## src/rtl/key_debounce_repeat.sv

```systemverilog
// Key conditioning: 2-flop sync, debounce, press/release strobes and
// auto-repeat, one fully independent lane per key.

module key_debounce_repeat_lane #(
    parameter int DEBOUNCE_CYCLES = 500000,
    parameter int REPEAT_DELAY    = 25000000,
    parameter int REPEAT_PERIOD   = 5000000
) (
    input  logic clk,
    input  logic reset_n,
    input  logic key_n,
    output logic pressed,
    output logic press_pulse,
    output logic release_pulse,
    output logic repeat_pulse
);
    localparam int DW   = (DEBOUNCE_CYCLES > 1) ? $clog2(DEBOUNCE_CYCLES + 1) : 1;
    localparam int TMAX = (REPEAT_DELAY > REPEAT_PERIOD) ? REPEAT_DELAY : REPEAT_PERIOD;
    localparam int TW   = (TMAX > 1) ? $clog2(TMAX + 1) : 1;

    localparam logic [DW-1:0] CNT_LAST = DW'(DEBOUNCE_CYCLES - 1);
    localparam logic [TW-1:0] DLY_LAST = TW'((REPEAT_DELAY > 0) ? REPEAT_DELAY - 1 : 0);
    localparam logic [TW-1:0] PER_LAST = TW'(REPEAT_PERIOD - 1);

    localparam logic [1:0] S_IDLE   = 2'd0;
    localparam logic [1:0] S_DELAY  = 2'd1;
    localparam logic [1:0] S_REPEAT = 2'd2;

    logic [1:0]    r_sync;
    logic [DW-1:0] r_cnt;
    logic          r_pressed;
    logic          r_press_pulse;
    logic          r_release_pulse;
    logic          r_repeat_pulse;
    logic [1:0]    r_state;
    logic [TW-1:0] r_timer;

    logic w_raw;
    logic w_accept;

    assign w_raw    = ~r_sync[1];
    // New level accepted on the last of DEBOUNCE_CYCLES consecutive differing cycles
    assign w_accept = (w_raw != r_pressed) && (r_cnt == CNT_LAST);

    // Two-flop synchronizer; resets to the released level
    always_ff @(posedge clk or negedge reset_n) begin
        if (!reset_n) r_sync <= 2'b11;
        else          r_sync <= {r_sync[0], key_n};
    end

    // Debounce counter: counts consecutive cycles the synced level differs
    always_ff @(posedge clk or negedge reset_n) begin
        if (!reset_n) begin
            r_cnt     <= '0;
            r_pressed <= 1'b0;
        end else if (w_raw == r_pressed) begin
            r_cnt <= '0;
        end else if (w_accept) begin
            r_cnt     <= '0;
            r_pressed <= w_raw;
        end else begin
            r_cnt <= r_cnt + 1'b1;
        end
    end

    // Edge strobes, registered alongside the level so they share its first cycle
    always_ff @(posedge clk or negedge reset_n) begin
        if (!reset_n) begin
            r_press_pulse   <= 1'b0;
            r_release_pulse <= 1'b0;
        end else begin
            r_press_pulse   <= w_accept &  w_raw;
            r_release_pulse <= w_accept & ~w_raw;
        end
    end

    // Auto-repeat FSM; a release acceptance overrides any pending repeat slot
    always_ff @(posedge clk or negedge reset_n) begin
        if (!reset_n) begin
            r_state        <= S_IDLE;
            r_timer        <= '0;
            r_repeat_pulse <= 1'b0;
        end else begin
            r_repeat_pulse <= 1'b0;
            if (w_accept && !w_raw) begin
                r_state <= S_IDLE;
                r_timer <= '0;
            end else begin
                case (r_state)
                    S_IDLE: begin
                        r_timer <= '0;
                        if (w_accept && w_raw && (REPEAT_DELAY > 0)) r_state <= S_DELAY;
                    end
                    S_DELAY: begin
                        if (r_timer == DLY_LAST) begin
                            r_repeat_pulse <= 1'b1;
                            r_state        <= S_REPEAT;
                            r_timer        <= '0;
                        end else begin
                            r_timer <= r_timer + 1'b1;
                        end
                    end
                    S_REPEAT: begin
                        if (r_timer == PER_LAST) begin
                            r_repeat_pulse <= 1'b1;
                            r_timer        <= '0;
                        end else begin
                            r_timer <= r_timer + 1'b1;
                        end
                    end
                    default: begin
                        r_state <= S_IDLE;
                        r_timer <= '0;
                    end
                endcase
            end
        end
    end

    assign pressed       = r_pressed;
    assign press_pulse   = r_press_pulse;
    assign release_pulse = r_release_pulse;
    assign repeat_pulse  = r_repeat_pulse;
endmodule

module key_debounce_repeat #(
    parameter int W               = 2,
    parameter int DEBOUNCE_CYCLES = 500000,
    parameter int REPEAT_DELAY    = 25000000,
    parameter int REPEAT_PERIOD   = 5000000
) (
    input  logic         clk,
    input  logic         reset_n,
    input  logic [W-1:0] key_n,
    output logic [W-1:0] pressed,
    output logic [W-1:0] press_pulse,
    output logic [W-1:0] release_pulse,
    output logic [W-1:0] repeat_pulse
);
    for (genvar g = 0; g < W; g++) begin : g_lane
        key_debounce_repeat_lane #(
            .DEBOUNCE_CYCLES (DEBOUNCE_CYCLES),
            .REPEAT_DELAY    (REPEAT_DELAY),
            .REPEAT_PERIOD   (REPEAT_PERIOD)
        ) u_lane (
            .clk           (clk),
            .reset_n       (reset_n),
            .key_n         (key_n[g]),
            .pressed       (pressed[g]),
            .press_pulse   (press_pulse[g]),
            .release_pulse (release_pulse[g]),
            .repeat_pulse  (repeat_pulse[g])
        );
    end
endmodule
```

## config.mk

```make
export PLATFORM = sky130hd
export DESIGN_NAME = key_debounce_repeat
export DESIGN_NICKNAME = d
export VERILOG_FILES = /design/src/rtl/key_debounce_repeat.sv
export SDC_FILE = /design/constraint.sdc
export NUM_CORES = 1
export LEC_CHECK = 0
export BUFFER_PORTS_ARGS = -buffer_cell sky130_fd_sc_hd__buf_4
export CAP_MARGIN = 15
export CELL_PAD_IN_SITES_DETAIL_PLACEMENT = 1
export CELL_PAD_IN_SITES_GLOBAL_PLACEMENT = 1
export CORE_MARGIN = 3
export CORE_UTILIZATION = 45
export DETAILED_ROUTE_END_ITERATION = 10
export PLACE_DENSITY = 0.8
export SETUP_SLACK_MARGIN = 0.05
export SKIP_CTS_REPAIR_TIMING = 1
export SLEW_MARGIN = 5
export SYNTH_ARGS = -nofsm -noshare
export SYNTH_HDL_FRONTEND = slang
export SYNTH_HIERARCHICAL = 1
export SYNTH_SLANG_ARGS = --single-unit
```

## constraint.sdc

```tcl
create_clock -name clk -period 2.74 [get_ports clk]
set_input_delay 0.411 -clock clk [delete_from_list [all_inputs] [get_ports clk]]
set_output_delay 0.411 -clock clk [all_outputs]
set_load 0.01 [all_outputs]
```

==> Yosys cells after proc, flatten, opt, wreduce, memory -nomap -nowiden <==
Index checks and enable logic that the tools add are counted.
{ "word_totals": {"ramBits": 0, "latch_bits": 0, "out_inout_bits": 8, "mem_count": 0, "register_bits": 104, "romBits": 0, "word_cells": 88} }
{ "classes": {"n_shift": 0, "n_eq_ne": 20, "n_bitwise": 8, "div_mod_pow": 0, "n_mux": 28, "order_cmp": 0, "n_addsub": 4, "reduce_logical": 12, "n_mul": 0} }
{ "op_table": {"columns": ["operator", "count"], "rows": [
  ["25-bit 2-to-1 mux", 6],
  ["25-bit case mux with 2 select lines", 2],
  ["19-bit 2-to-1 mux", 4],
  ["25-bit by 1-bit adder with 25-bit output, second input constant", 2],
  ["25-bit by 23-bit == test with 1-bit output, second input constant", 2],
  ["25-bit == test, second input constant", 2],
  ["19-bit by 1-bit adder with 19-bit output, second input constant", 2],
  ["19-bit == test, second input constant", 2],
  ["2-bit 2-to-1 mux", 6],
  ["3-bit by 1-bit != test with 1-bit output, second input constant", 4],
  ["2-bit case mux with 3 select lines", 2],
  ["1-bit logical AND", 6],
  ["1-bit 2-to-1 mux", 6],
  ["3-bit AND reduction", 2],
  ["1-bit bitwise AND", 4],
  ["2-bit by 1-bit == test with 1-bit output, second input constant", 2],
  ["2-bit == test, second input constant", 2],
  ["2-bit logical NOT", 2],
  ["2-bit by 1-bit != test with 1-bit output, second input constant", 2],
  ["1-bit NOT", 4],
  ["1-bit case mux with 2 select lines", 2],
  ["2-bit AND reduction", 2],
  ["1-bit == test", 2],
  ["1-bit != test", 2]
]} }

==> Longest topological paths before layout <==
{ "logic_depth": {"ltp_word": 7, "ltp_mapped": 8} }

==> Hierarchy <==
Netlist, hierarchy kept.
{ "modules_own_cells": {"columns": ["mod", "n_inst", "cells_per_inst", "area_per_inst_um2"], "rows": [
  ["key_debounce_repeat_lane", 2, 264, 2702.6]
]} }

==> Worst setup path after synthesis <==
No wires, ideal clock.
{ "synth_timing": {"kind": "register to register", "start": "register g_lane[0].u_lane.r_timer[0]", "end": "register g_lane[0].u_lane.r_timer[9]", "t_required_ns": 2.668, "path_stages_with_launch": 8, "path_slack_ns": 1.039, "path_buffers": 1, "arrival_time_ns": 1.629, "path_cell_list": "dfrtp_1 > ha_1 > and4b_1 > nand4_2 > o21ai_1 > a211o_4 > buf_6 > nor2_1"} }
{ "synth_via": {"elab_chain_cells": 4} }
{ "synth_lines": {"columns": ["element", "line", "rtl"], "rows": [
  ["start, declared", "36", "logic [TW-1:0] r_timer;"],
  ["start signal, assigned", "100", "r_timer <= r_timer + 1'b1;"],
  ["start signal, assigned", "108", "r_timer <= r_timer + 1'b1;"],
  ["25-bit by 1-bit adder with 25-bit output, or another cell as far along", "100, 108", null],
  ["25-bit 2-to-1 mux (on tied branches)", "104, 95", null],
  ["25-bit case mux with 2 select lines *", "89", "case (r_state)"],
  ["25-bit 2-to-1 mux *", "85", "if (w_accept && !w_raw) begin"]
]} }
Mark *: on every way between the ends. The rest lies on a longest branch, timed or not.
A chain may end at the register's enable or synchronous reset.

==> Worst setup path after layout <==
{ "layout_timing": {"start": "register g_lane[0].u_lane.r_cnt[9]", "end": "register g_lane[0].u_lane.r_cnt[8]"} }
{ "layout_via": {"elab_chain_cells": 4} }
{ "layout_lines": {"columns": ["element", "line", "rtl"], "rows": [
  ["start, declared", "30", "logic [DW-1:0] r_cnt;"],
  ["start signal, assigned", "62", "r_cnt <= r_cnt + 1'b1;"],
  ["19-bit == test", "43", "assign w_accept = (w_raw != r_pressed) && (r_cnt == CNT_LAST);"],
  ["1-bit logical AND", "43", null],
  ["19-bit 2-to-1 mux", "58", "end else if (w_accept) begin"],
  ["19-bit 2-to-1 mux", "56", "end else if (w_raw == r_pressed) begin"]
]} }
No other way between the ends.

==> out/qor.yml <==
status:
  outcome: "complete, no violations"
worst_setup_path:
  crit_path_start_kind: "flip-flop"
  worstSetupPathType: "reg2reg"
  arrival_ns: 2.19
  end_kind: "flip-flop"
  worstPathRequired_ns: 2.94
  cp_max_fo: 19
global_routing:
  grt_max_degree: 105
  grt_pass1_wl_um: 20090
  grt_overflow_total: 0
  grtUsageTotal_pct: 18.73
  first_global_vias: 4184
  antenna_found_initial: 0
routing:
  wl_met2_um: 6016
  route.detailed.drc: 0
  wl_um: 11600
  num_vias: 3856
  wl_met1_um: 5157
  dr.pass1.iters: 4
  ant_nets: 0
  viasPerCell: 5.629
  top_layer: "met4"
  avgRoutedWirePerCell_um: 16.93
  wl_met3_um: 192
  first_iter_violations: 184
floorplan:
  chipWidth_um: 115.6
  io_pins: 12
  rows: 39
  core_area_um2: 11560
  die_y_um: 115.6
  die_area_um2: 13360
  initial_utilization_pct: 46.74
power:
  leakage_nw: 2.449
  total_power_mw: 2.999
  peakVddDrop_v: 0.0002427
  power_density_nw_per_um2: 508.5
timing:
  finalSetupViolations: 0
  timing.fmax_mhz: 502.2
  slew_violations: 0
  layout_min_cycle_time_ns: 1.991
  finalCritPeriodShare_pct: 72.68
  tightest_slew_ns: 0.7718
  fin_skew_ns: 0.006602
  max_slew_margin_pct: 48.54
  rsz0062_at_grt: "no"
  final_hold_viol_count: 0
  finalSetupTns_ns: 0
synth:
  synth_edf_count: 0
  synthCells: 528
  synth_cell_types: 42
  yosysTopAreaCellShare_pct: 46.30
  ys_ff_latch: 104
  yosysMostFrequentCell: "nor2_1"
  yosysSeqAreaShare_pct: 48.24
  yosys-top-cells-area: "dfrtp_1, xor2_1, nor2_1"
  synthArstFlopShare_pct: 100.0
  netlist_area_um2: 5405
  ys_warn_count: 6
  synthesis.nets: 544
  synth_common_cells: "nor2_1, dfrtp_1, xor2_1"
  syn_area_per_cell_um2: 10.24
  dominantRegCellSynth: "dfrtp_1"
  yosysTopAreaCell: "dfrtp_1"
flow_run:
  maxCapViolCount: 0
clock_network:
  clockBufferDepth: 2
  clk_latency_ns: 0.35
  h-tree-depth: 3
  cts_made_buffers: 9
  clock-sinks: 104
  clk_pin_slew_ns: 0.07
  cts_tree: "done"
  root_buffer: "clkbuf_16"
placed_design:
  place.gp.congestion: 0.8016
  io_buffer_count: 11
  dp_hpwl_um: 7725
  dp.cells: 669
cells_and_area:
  drive_gt1_share_pct: 10.70
  antenna_cells: 0
  fin_nets: 553
  area_growth_pct: 9.120
  fin_util_pct: 51.00
  fin_cells: 685
hold_path:
  hp-class: "in2async"
==> final timing paths <==
kind                                            startpoint                          end  slack, ns  cells after the start
worst max register to register   g_lane[0].u_lane/r_cnt[9]    g_lane[0].u_lane/r_cnt[8]       0.75                      4
min in group clk                                  key_n[1]   g_lane[1].u_lane/r_sync[0]       0.17                      1
worst max-delay path             g_lane[0].u_lane/r_cnt[9]    g_lane[0].u_lane/r_cnt[8]       0.75                      4
worst min register to register  g_lane[0].u_lane/r_sync[0]   g_lane[0].u_lane/r_sync[1]       0.36                      0
worst min-delay path                               reset_n   g_lane[0].u_lane/r_cnt[18]       0.13                      2
max in group asynchronous                          reset_n  g_lane[1].u_lane/r_timer[9]       2.20                      2
==> power by group <==
part           internal [mW]  switching, mW
Clock                  0.801          0.581
Combinational         0.0140         0.0467
Sequential              1.55         0.0103
Total                   2.36          0.638
==> placed cells by master, fill, tap and decap left out, types with 3 or more instances in the layout <==
master and n:
nor2_1 112, and3_1 10, a21oi_1 4, clkinvlp_4 3, nor3_1 12, inv_1 16, nand3_1 36, and4_2 4
xnor2_1 22, xor2_1 60, ha_1 12, o21ai_1 4, clkbuf_16 9, dfstp_2 4, buf_4 11, and4_1 8
nor4bb_1 4, nand4_2 4, nand4_1 30, dfrtp_1 100, nand2_1 32
==> critical path: stages, from the launching register on <==
cell and delay, ns:
dfrtp_1 0.48, nor4_2 0.39, nand4_1 0.25, nand2b_1 0.60, nor2_1 0.13
==> cell type report <==
class / instances / area (um^2)
Sequential cell: 104 / 2608
Tap cell: 143 / 178.9
Clock buffer: 9 / 225.2
Timing Repair Buffer: 12 / 102.6
Multi-Input combinational cell: 394 / 2628
Clock inverter: 7 / 96.34
Inverter: 16 / 60.06
Fill cell: 1269 / 5667
==> layer usage <==
metal / vias to the layer above / global-route usage [%]
li1: 1826 / -
met1: 1982 / 22.96
met2: 31 / 33.18
met3: 17 / 2.454
met4: 0 / 7.825
met5: - / 0
==> cells by family (layout without fill, tap and decap cells) <==
group | Yosys count | in the layout | synth area share (%)
AND/OR/NAND/NOR | 280 | 280 | 28.75
flip-flops | 104 | 104 | 48.24
XOR/XNOR | 82 | 82 | 13.29
buffers and inverters | 30 | 44 | 3.148
AO/OA/AOI/OAI | 20 | 20 | 3.796
adder cells (fa/ha/maj) | 12 | 12 | 2.778
==> stage by stage <==
| step | area [um^2] | setup slack [ns] | hold WS (ns) |
|---|---|---|---|
| finish | 5898 | 0.7487 | 0.1296 |
| global route | 5898 | 0.5059 | 0.1523 |
| CTS | 5898 | 0.7117 | 0.1524 |
| detailed placement | 5577 | 0.7356 | 0.3481 |
| global placement | 5577 | 0.8561 | 0.3463 |
| floorplan | 5405 | 1.039 | 0.1154 |
==> state kept, by name, indices dropped and copies added, names as in the netlist <==
register	flops
g_lane.u_lane/press_pulse	2
g_lane.u_lane/pressed	2
g_lane.u_lane/r_cnt	38
g_lane.u_lane/r_state	4
g_lane.u_lane/r_sync	4
g_lane.u_lane/r_timer	50
g_lane.u_lane/release_pulse	2
g_lane.u_lane/repeat_pulse	2
Power figures use the tool's default switching activity.
